[src/rtl/taxi_baser_pkg.sv]
// Definitions shared by the 10GBASE-R receive path: sync header codes and
// the block-lock state encoding.
package taxi_baser_pkg;

  localparam logic [1:0] SYNC_DATA = 2'b10;
  localparam logic [1:0] SYNC_CTRL = 2'b01;

  typedef enum logic [1:0] {
    TEST_SH   = 2'd0,
    SLIP_WAIT = 2'd1,
    LOCKED    = 2'd2
  } lock_state_t;

endpackage

[src/rtl/taxi_baser_rx_block_lock.sv]
// 10GBASE-R receive block lock: tests sync headers, requests bitslips until
// alignment is found and tracks lock loss over fixed header windows.
module taxi_baser_rx_block_lock #(
  parameter int HDR_W      = 2,
  parameter bit GBX_IF_EN  = 1'b0,
  parameter int SH_CNT_MAX = 64,
  parameter int SH_INV_MAX = 16,
  parameter int SLIP_WAIT  = 16
) (
  input  logic             clk,
  input  logic             rst,
  input  logic [HDR_W-1:0] encoded_rx_hdr,
  input  logic             encoded_rx_hdr_valid,
  output logic             rx_block_lock,
  output logic             serdes_rx_bitslip,
  output logic             rx_sh_invalid,
  output logic [7:0]       rx_unlock_count
);

  // The SLIP_WAIT parameter shadows the state name, so the states are
  // imported individually and SLIP_WAIT is always package-qualified.
  import taxi_baser_pkg::lock_state_t;
  import taxi_baser_pkg::TEST_SH;
  import taxi_baser_pkg::LOCKED;

  localparam int CNT_W = $clog2(SH_CNT_MAX + 1);
  localparam int INV_W = $clog2(SH_INV_MAX + 1);

  localparam logic [CNT_W-1:0] CNT_LAST  = CNT_W'(SH_CNT_MAX);
  localparam logic [INV_W-1:0] INV_LAST  = INV_W'(SH_INV_MAX);
  localparam logic [7:0]       SLIP_LOAD = 8'(SLIP_WAIT);

  if (HDR_W != 2) begin : g_bad_hdr_w
    $fatal(1, "HDR_W must be 2");
  end
  if (SH_CNT_MAX < 4 || SH_CNT_MAX > 1024) begin : g_bad_cnt_max
    $fatal(1, "SH_CNT_MAX must be 4..1024");
  end
  if (SH_INV_MAX < 1 || SH_INV_MAX > SH_CNT_MAX) begin : g_bad_inv_max
    $fatal(1, "SH_INV_MAX must be 1..SH_CNT_MAX");
  end
  if (SLIP_WAIT < 1 || SLIP_WAIT > 255) begin : g_bad_slip_wait
    $fatal(1, "SLIP_WAIT must be 1..255");
  end

  lock_state_t      state_q, state_d;
  logic [CNT_W-1:0] sh_cnt_q, sh_cnt_d;
  logic [INV_W-1:0] sh_inv_cnt_q, sh_inv_cnt_d;
  logic [7:0]       slip_cnt_q, slip_cnt_d;
  logic             block_lock_q, block_lock_d;
  logic             bitslip_q, bitslip_d;
  logic             sh_invalid_q, sh_invalid_d;
  logic [7:0]       unlock_count_q, unlock_count_d;

  logic             eval_slot;
  logic             hdr_ok;
  logic [CNT_W-1:0] sh_cnt_inc;
  logic [INV_W-1:0] sh_inv_cnt_inc;

  always_comb begin
    eval_slot      = !GBX_IF_EN || encoded_rx_hdr_valid;
    hdr_ok         = encoded_rx_hdr[1] ^ encoded_rx_hdr[0];
    sh_cnt_inc     = sh_cnt_q + CNT_W'(1);
    sh_inv_cnt_inc = sh_inv_cnt_q + INV_W'(!hdr_ok);

    state_d        = state_q;
    sh_cnt_d       = sh_cnt_q;
    sh_inv_cnt_d   = sh_inv_cnt_q;
    slip_cnt_d     = slip_cnt_q;
    block_lock_d   = block_lock_q;
    bitslip_d      = 1'b0;
    sh_invalid_d   = 1'b0;
    unlock_count_d = unlock_count_q;

    if (eval_slot) begin
      sh_invalid_d = !hdr_ok;
      unique case (state_q)
        TEST_SH: begin
          if (!hdr_ok) begin
            bitslip_d    = 1'b1;
            sh_cnt_d     = '0;
            sh_inv_cnt_d = '0;
            slip_cnt_d   = SLIP_LOAD;
            state_d      = taxi_baser_pkg::SLIP_WAIT;
          end else if (sh_cnt_inc == CNT_LAST) begin
            block_lock_d = 1'b1;
            sh_cnt_d     = '0;
            sh_inv_cnt_d = '0;
            state_d      = LOCKED;
          end else begin
            sh_cnt_d = sh_cnt_inc;
          end
        end
        taxi_baser_pkg::SLIP_WAIT: begin
          slip_cnt_d = slip_cnt_q - 8'd1;
          if (slip_cnt_q == 8'd1) begin
            sh_cnt_d     = '0;
            sh_inv_cnt_d = '0;
            state_d      = TEST_SH;
          end
        end
        LOCKED: begin
          // Too many bad headers wins over the window boundary.
          if (sh_inv_cnt_inc == INV_LAST) begin
            block_lock_d = 1'b0;
            bitslip_d    = 1'b1;
            sh_cnt_d     = '0;
            sh_inv_cnt_d = '0;
            slip_cnt_d   = SLIP_LOAD;
            state_d      = taxi_baser_pkg::SLIP_WAIT;
            if (unlock_count_q != 8'hFF) begin
              unlock_count_d = unlock_count_q + 8'd1;
            end
          end else if (sh_cnt_inc == CNT_LAST) begin
            sh_cnt_d     = '0;
            sh_inv_cnt_d = '0;
          end else begin
            sh_cnt_d     = sh_cnt_inc;
            sh_inv_cnt_d = sh_inv_cnt_inc;
          end
        end
        default: begin
          state_d = TEST_SH;
        end
      endcase
    end
  end

  always_ff @(posedge clk) begin
    if (rst) begin
      state_q        <= TEST_SH;
      sh_cnt_q       <= '0;
      sh_inv_cnt_q   <= '0;
      slip_cnt_q     <= '0;
      block_lock_q   <= 1'b0;
      bitslip_q      <= 1'b0;
      sh_invalid_q   <= 1'b0;
      unlock_count_q <= '0;
    end else begin
      state_q        <= state_d;
      sh_cnt_q       <= sh_cnt_d;
      sh_inv_cnt_q   <= sh_inv_cnt_d;
      slip_cnt_q     <= slip_cnt_d;
      block_lock_q   <= block_lock_d;
      bitslip_q      <= bitslip_d;
      sh_invalid_q   <= sh_invalid_d;
      unlock_count_q <= unlock_count_d;
    end
  end

  assign rx_block_lock     = block_lock_q;
  assign serdes_rx_bitslip = bitslip_q;
  assign rx_sh_invalid     = sh_invalid_q;
  assign rx_unlock_count   = unlock_count_q;

endmodule

[config.mk]
export PLATFORM = sky130hd
export DESIGN_NAME = taxi_baser_rx_block_lock
export DESIGN_NICKNAME = d
export VERILOG_FILES = /design/src/rtl/taxi_baser_pkg.sv /design/src/rtl/taxi_baser_rx_block_lock.sv
export SDC_FILE = /design/constraint.sdc
export NUM_CORES = 1
export LEC_CHECK = 0
export CAP_MARGIN = 20
export CORE_MARGIN = 4
export CORE_UTILIZATION = 70
export CTS_BUF_LIST = sky130_fd_sc_hd__clkbuf_4 sky130_fd_sc_hd__clkbuf_8
export CTS_CLUSTER_SIZE = 30
export DETAILED_ROUTE_END_ITERATION = 10
export DONT_BUFFER_PORTS = 1
export PLACE_DENSITY = 0.86
export SLEW_MARGIN = 10
export SYNTH_ARGS = -nofsm -noshare
export SYNTH_HDL_FRONTEND = slang
export SYNTH_SLANG_ARGS = --single-unit
[constraint.sdc]
create_clock -name clk -period 8.15 [get_ports clk]
set_input_delay 1.2225 -clock clk [delete_from_list [all_inputs] [get_ports clk]]
set_output_delay 1.2225 -clock clk [all_outputs]
set_load 0.01 [all_outputs]
After elaboration in Yosys (flattened, before gate mapping) --
Index checks and enable logic that the tools add are counted.
Storage, ports and cells: register bits 33, word-level logic and storage cells 61
Cells by class: equal/unequal tests 12, add/subtract/negate cells 4, muxes and demuxes 26, bitwise operators 1, reductions and logical operators 10
Operator list (number):
- two-way mux 7 bit | 4
- two-way mux 5 bit | 5
- case mux 8 bit (3 select lines) | 1
- case mux 7 bit (3 select lines) | 1
- two-way mux 8 bit | 2
- case mux 5 bit (3 select lines) | 1
- AND reduction 3 bit | 4
- != test 2 bit (second input constant) | 5
- adder 8 x 1 -> 8 bit (second input constant) | 1
- == test 8 x 1 -> 1 bit (second input constant) | 1
- two-way mux 2 bit | 4
- != test 8 bit (second input constant) | 1
- subtractor 8 x 1 -> 8 bit (second input constant) | 1
- adder 7 x 1 -> 7 bit (second input constant) | 1
- == test 7 bit (second input constant) | 1
- case mux 2 bit (3 select lines) | 1
- adder 5 x 1 -> 5 bit | 1
- == test 5 bit (second input constant) | 1
- two-way mux 1 bit | 5
- case mux 1 bit (2 select lines) | 2
- AND reduction 4 bit | 1
- != test 3 bit (second input constant) | 1
- nonzero test 3 bit | 1
- == test 2 x 1 -> 1 bit (second input constant) | 1
- other kinds (6) | 6

Logic depth before layout (Yosys ltp) --
depth after elaboration 6, depth in mapped cells 10

Least setup slack after synthesis --
No wires, ideal clock.
path type in2reg, start input port encoded_rx_hdr[0], end register slip_cnt_q[2], setup slack 4.649 ns, arrival 3.384 ns, stages on the path 9, cells stage by stage xor2_1 > inv_1 > ha_1 > ha_1 > nor3b_1 > a311oi_1 > a2111oi_2 > o21ai_0 > a32o_1
Between the ends: word-level cells in the longest chain between the ends 6, elaborated cells on any way between the ends 7, those cells by class add/sub (1); eq/ne (3); bitwise (1); reduce/logical (2)
RTL lines:
- start: declaration | RTL line taxi_baser_rx_block_lock.sv:12 | input logic [HDR_W-1:0] encoded_rx_hdr,
- XOR 1 bit | RTL line taxi_baser_rx_block_lock.sv:62 | hdr_ok = encoded_rx_hdr[1] ^ encoded_rx_hdr[0];
- zero test 1 bit
- net sh_invalid_d | RTL line taxi_baser_rx_block_lock.sv:52 | logic sh_invalid_q, sh_invalid_d;
- adder 5 x 1 -> 5 bit | RTL line taxi_baser_rx_block_lock.sv:64 | sh_inv_cnt_inc = sh_inv_cnt_q + INV_W'(!hdr_ok);
- == test 5 bit | RTL line taxi_baser_rx_block_lock.sv:104 | if (sh_inv_cnt_inc == INV_LAST) begin
- != test 2 bit (no source line)
- AND reduction 3 bit (no source line)
- end signal: assignment | RTL line taxi_baser_rx_block_lock.sv:143 | slip_cnt_q <= slip_cnt_d;
- end: declaration | RTL line taxi_baser_rx_block_lock.sv:49 | logic [7:0] slip_cnt_q, slip_cnt_d;
The timed path passes the listed nets, and every way through them passes these cells. A chain may end at the register's enable or synchronous reset.

Worst setup path after layout --
Ends and elaborated chain as after synthesis.

==> impl_results.rst <==
.. list-table::
   :header-rows: 1

   * - Metric
     - Value
   * - Outcome
     - finished clean
   * - Part of the Yosys area used for sequential elements
     - 33.25%
   * - Most common cell after layout, fill and taps aside
     - dfxtp_1
   * - Worst-margin pin slew
     - 0.6899 ns
   * - R2R cell count
     - 7
   * - Average size of a mapped cell
     - 8.110 um^2
   * - Placed Cells
     - 266
   * - Share of synthesized flip-flops with an asynchronous set or reset
     - 0%
   * - Power density cells
     - 166.5 mW/mm^2
   * - Detailed placement HPWL
     - 3205 um
   * - Area of the core region
     - 0.002734 mm^2
   * - Residual antenna-violating net count after detailed routing
     - 0
   * - Total of hold buffers inserted after clock tree synthesis
     - 0
   * - Share of cell area taken by muxes after synthesis
     - 1.008%
   * - Wire length reported by the detailed router
     - 4476 um
   * - Layout area overhead
     - 3.085%
   * - RR Endpoint
     - slip_cnt_q[2]
   * - Synth Net Count
     - 260
   * - Commonest register cell after synthesis
     - dfxtp_1
   * - Worst hold path class
     - flip-flop to flip-flop
   * - Proportion of power drawn by the clock network
     - 30.7%
   * - Count of pins on the block boundary
     - 16
   * - Required time reported for the critical path endpoint
     - 8.39 ns
   * - Upper clock frequency limit
     - 0.2735 GHz
   * - Adder-cell share of the synthesized area
     - 6.297%
   * - Total clock sinks
     - 33
   * - Initial standard-cell utilization of the core
     - 72.68%
   * - Flop pwr share
     - 50.9%
   * - Cell types occupying the most area after synthesis
     - dfxtp_1, ha_1, a21oi_1
   * - Via density per instance
     - 7.058
   * - Reg-to-reg slack, setup
     - 5.51 ns
   * - Total design power
     - 341.1 uW
   * - Ant diodes
     - 0
   * - Gr usage total
     - 25.89%
   * - Wire length of the first global-routing pass
     - 7307 um
   * - Clock slew at the register clock pins of the worst setup and hold paths
     - 0.10 ns
   * - Number of flops mapped to enable cells by yosys
     - 0
   * - Average wire per standard cell
     - 16.34 um
   * - Yosys Warn Count
     - 0
   * - H-tree Lvls
     - 2
   * - Filler Cells Inserted
     - 201
   * - Highest net fanout along the worst path
     - 7
   * - Die ar.
     - 0.003755 mm^2
   * - RePlAce Congestion
     - 0.9495
   * - Count of final max-slew check failures
     - 0
   * - Fraction of power consumed by combinational cells
     - 18.4%
   * - Start point of the worst hold path
     - slip_cnt_q[6]
   * - Setup repair bufs after CTS
     - 0
   * - Die X-Extent
     - 61.28 um
   * - Relative max-transition margin
     - 53.36%
   * - Layout net count
     - 257
   * - Simple-gate share of the synthesized area
     - 27.83%
   * - Post-synth top area share
     - 33.25%
   * - Number of instances in the synthesized netlist
     - 245
   * - Worst setup path class
     - input pin to flip-flop
   * - Final critical delay including setup and external delays
     - 3.656 ns
   * - Xor-xnor portion of the synthesized cell area
     - 1.322%
   * - Area of the mapped netlist
     - 0.001987 mm^2
   * - Setup skew after layout
     - 0.007526 ns
   * - Final Hold Viols
     - 0
   * - Largest area contributor in the synthesized netlist
     - dfxtp_1
   * - Die Ht
     - 61.28 um
   * - Largest net degree at the start of global routing
     - 31
   * - Clock Tree Buf Depth
     - 2
   * - Number of distinct library cells after synthesis
     - 50
   * - Number of DRC markers after the initial detailed-route iteration
     - 152
   * - Vias
     - 1934
   * - Cell-internal power
     - 239.2 uW
   * - Clock tree from TritonCTS
     - yes
   * - Leading cell types in the layout, fill and taps excluded
     - dfxtp_1, nand2_1, a21oi_1, nor2_1, nand3_1
   * - Overflow left after global routing
     - 0
   * - DRC violations left
     - 0
   * - Area fraction in compound gates after synthesis
     - 25.63%
   * - TritonCTS buffer count
     - 5
   * - Switching power
     - 101.9 uW
   * - Worst hold path cell count
     - 2
   * - Quantity of I/O buffers inserted on ports
     - 0
   * - Root buffer cell
     - clkbuf_4
   * - Count of max-cap constraint violations
     - 0
   * - Antenna violations before repair
     - 0
   * - CP arrival
     - 3.90 ns
   * - Number of global-route vias before repair
     - 1754
   * - Cell Count, Final, Fillers Out
     - 274
   * - Peak ir drop on the vdd network
     - 0.1508 mV
   * - Post-Route Setup TNS
     - 0 ns
   * - Number of setup violations in the final report
     - 0
   * - Switching part of the total power
     - 29.87%
   * - Endpoint class of the critical path
     - flip-flop
   * - Post-synthesis register bit count
     - 33
   * - RSZ-0062 raised after global routing
     - false
   * - Startpoint type of the worst setup path
     - input pin
   * - Initial DRT Pass Iterations
     - 5
   * - Proportion of layout cells with a drive suffix above 1
     - 7.407%
   * - Portion of the clock cycle consumed by the worst path in the final layout
     - 44.86%
   * - Worst skew pair latency
     - 0.33 ns
   * - Pleak
     - 0.0006933 uW
   * - Resize count post-CTS
     - 0
   * - Combinational family with the most area after synthesis
     - simple AND/OR/NAND/NOR gates
   * - Final-layout worst hold slack
     - 0.4933 ns
   * - Post-layout util
     - 74.92%
   * - Placement row count
     - 19
   * - Critical register-to-register path startpoint
     - sh_inv_cnt_q[0]
   * - Destination of the worst hold path
     - slip_cnt_q[6]
## state kept, by name (all words and copies together) (netlist names)
| name | count |
|---|---|
| rx_sh_invalid | 1 |
| rx_unlock_count | 8 |
| rx_block_lock | 1 |
| sh_cnt_q | 7 |
| slip_cnt_q | 8 |
| sh_inv_cnt_q | 5 |
| serdes_rx_bitslip | 1 |
| state_q | 2 |
## cell usage after synthesis, types with 2 or more instances
master,count
nand2_1,28
nor3_1,3
o21ai_0,8
a31oi_1,6
buf_2,2
a21o_1,2
and2_1,3
nand2b_1,2
ha_1,10
a21oi_1,22
o2bb2ai_1,2
o31ai_1,7
clkbuf_1,7
or2_2,3
a31o_2,2
or4_1,7
a311oi_1,3
mux2i_1,2
nand4b_1,3
nand3b_1,2
nand4_1,8
a211oi_1,5
nor2_1,18
dfxtp_1,33
and4_1,3
nand3_1,16
inv_1,12
xor2_1,2
nor4b_1,3
## worst max-delay path: stages
cell and delay [ns]:
xor2_1 0.28, inv_1 0.16, ha_1 0.25, ha_1 0.27, nor3b_1 0.35, a311oi_1 0.18
a2111oi_2 0.64, o21ai_0 0.23, a32o_1 0.30
## final cells by class
| cell class | count | area (um^2) | area share [%] |
|---|---|---|---|
| multi-input cells | 190 | 1234 | 60.23 |
| clock buffers | 7 | 65.06 | 3.177 |
| well taps | 31 | 38.79 | 1.894 |
| clock inverters | 1 | 5.005 | 0.2443 |
| inverters | 12 | 45.04 | 2.199 |
| flip-flops and latches | 33 | 660.6 | 32.25 |
## worst max path at each step
| stage | from | endpoint | cells after the start |
|---|---|---|---|
| after global routing | encoded_rx_hdr[0] | slip_cnt_q[2] | 9 |
| final | encoded_rx_hdr[0] | slip_cnt_q[2] | 9 |
| after detailed placement | encoded_rx_hdr[0] | slip_cnt_q[2] | 9 |
| after CTS | encoded_rx_hdr[0] | slip_cnt_q[2] | 9 |
| after floorplan | encoded_rx_hdr[0] | slip_cnt_q[2] | 9 |
| after global placement | encoded_rx_hdr[0] | slip_cnt_q[2] | 9 |
## per-stage QoR
step,cell area (um^2),worst slack (ns)
floorplan,1987,4.649
global placement,1978,4.359
detailed placement,1978,4.197
CTS,2048,4.531
global route,2048,4.295
finish,2048,4.494
## logic make-up (layout without fill, tap and decap cells)
group	after synthesis	count (layout)
multiplexers	2	2
AO/OA/AOI/OAI	72	72
flip-flops	33	33
XOR/XNOR	3	3
adder cells (fa/ha/maj)	10	10
buffers and inverters	22	20
AND/OR/NAND/NOR	103	103
## power groups by stage
stage,Clock (uW),Sequential [uW],Combinational [uW]
finish,105,174,62.6
global route,115,175,69.0
CTS,106,173,61.2
detailed placement,0,177,60.8
global placement,0,177,57.0
floorplan,0,176,50.5
## layer usage
metal | vias up | GRT usage, % | wire [um]
met2 | 86 | 44.71 | 2173
met1 | 912 | 28.52 | 1846
li1 | 923 | - | -
met5 | - | 0 | 0
met4 | 0 | 13.31 | 105
met3 | 13 | 7.757 | 351
No activity file was read; power rests on OpenSTA's default activity.
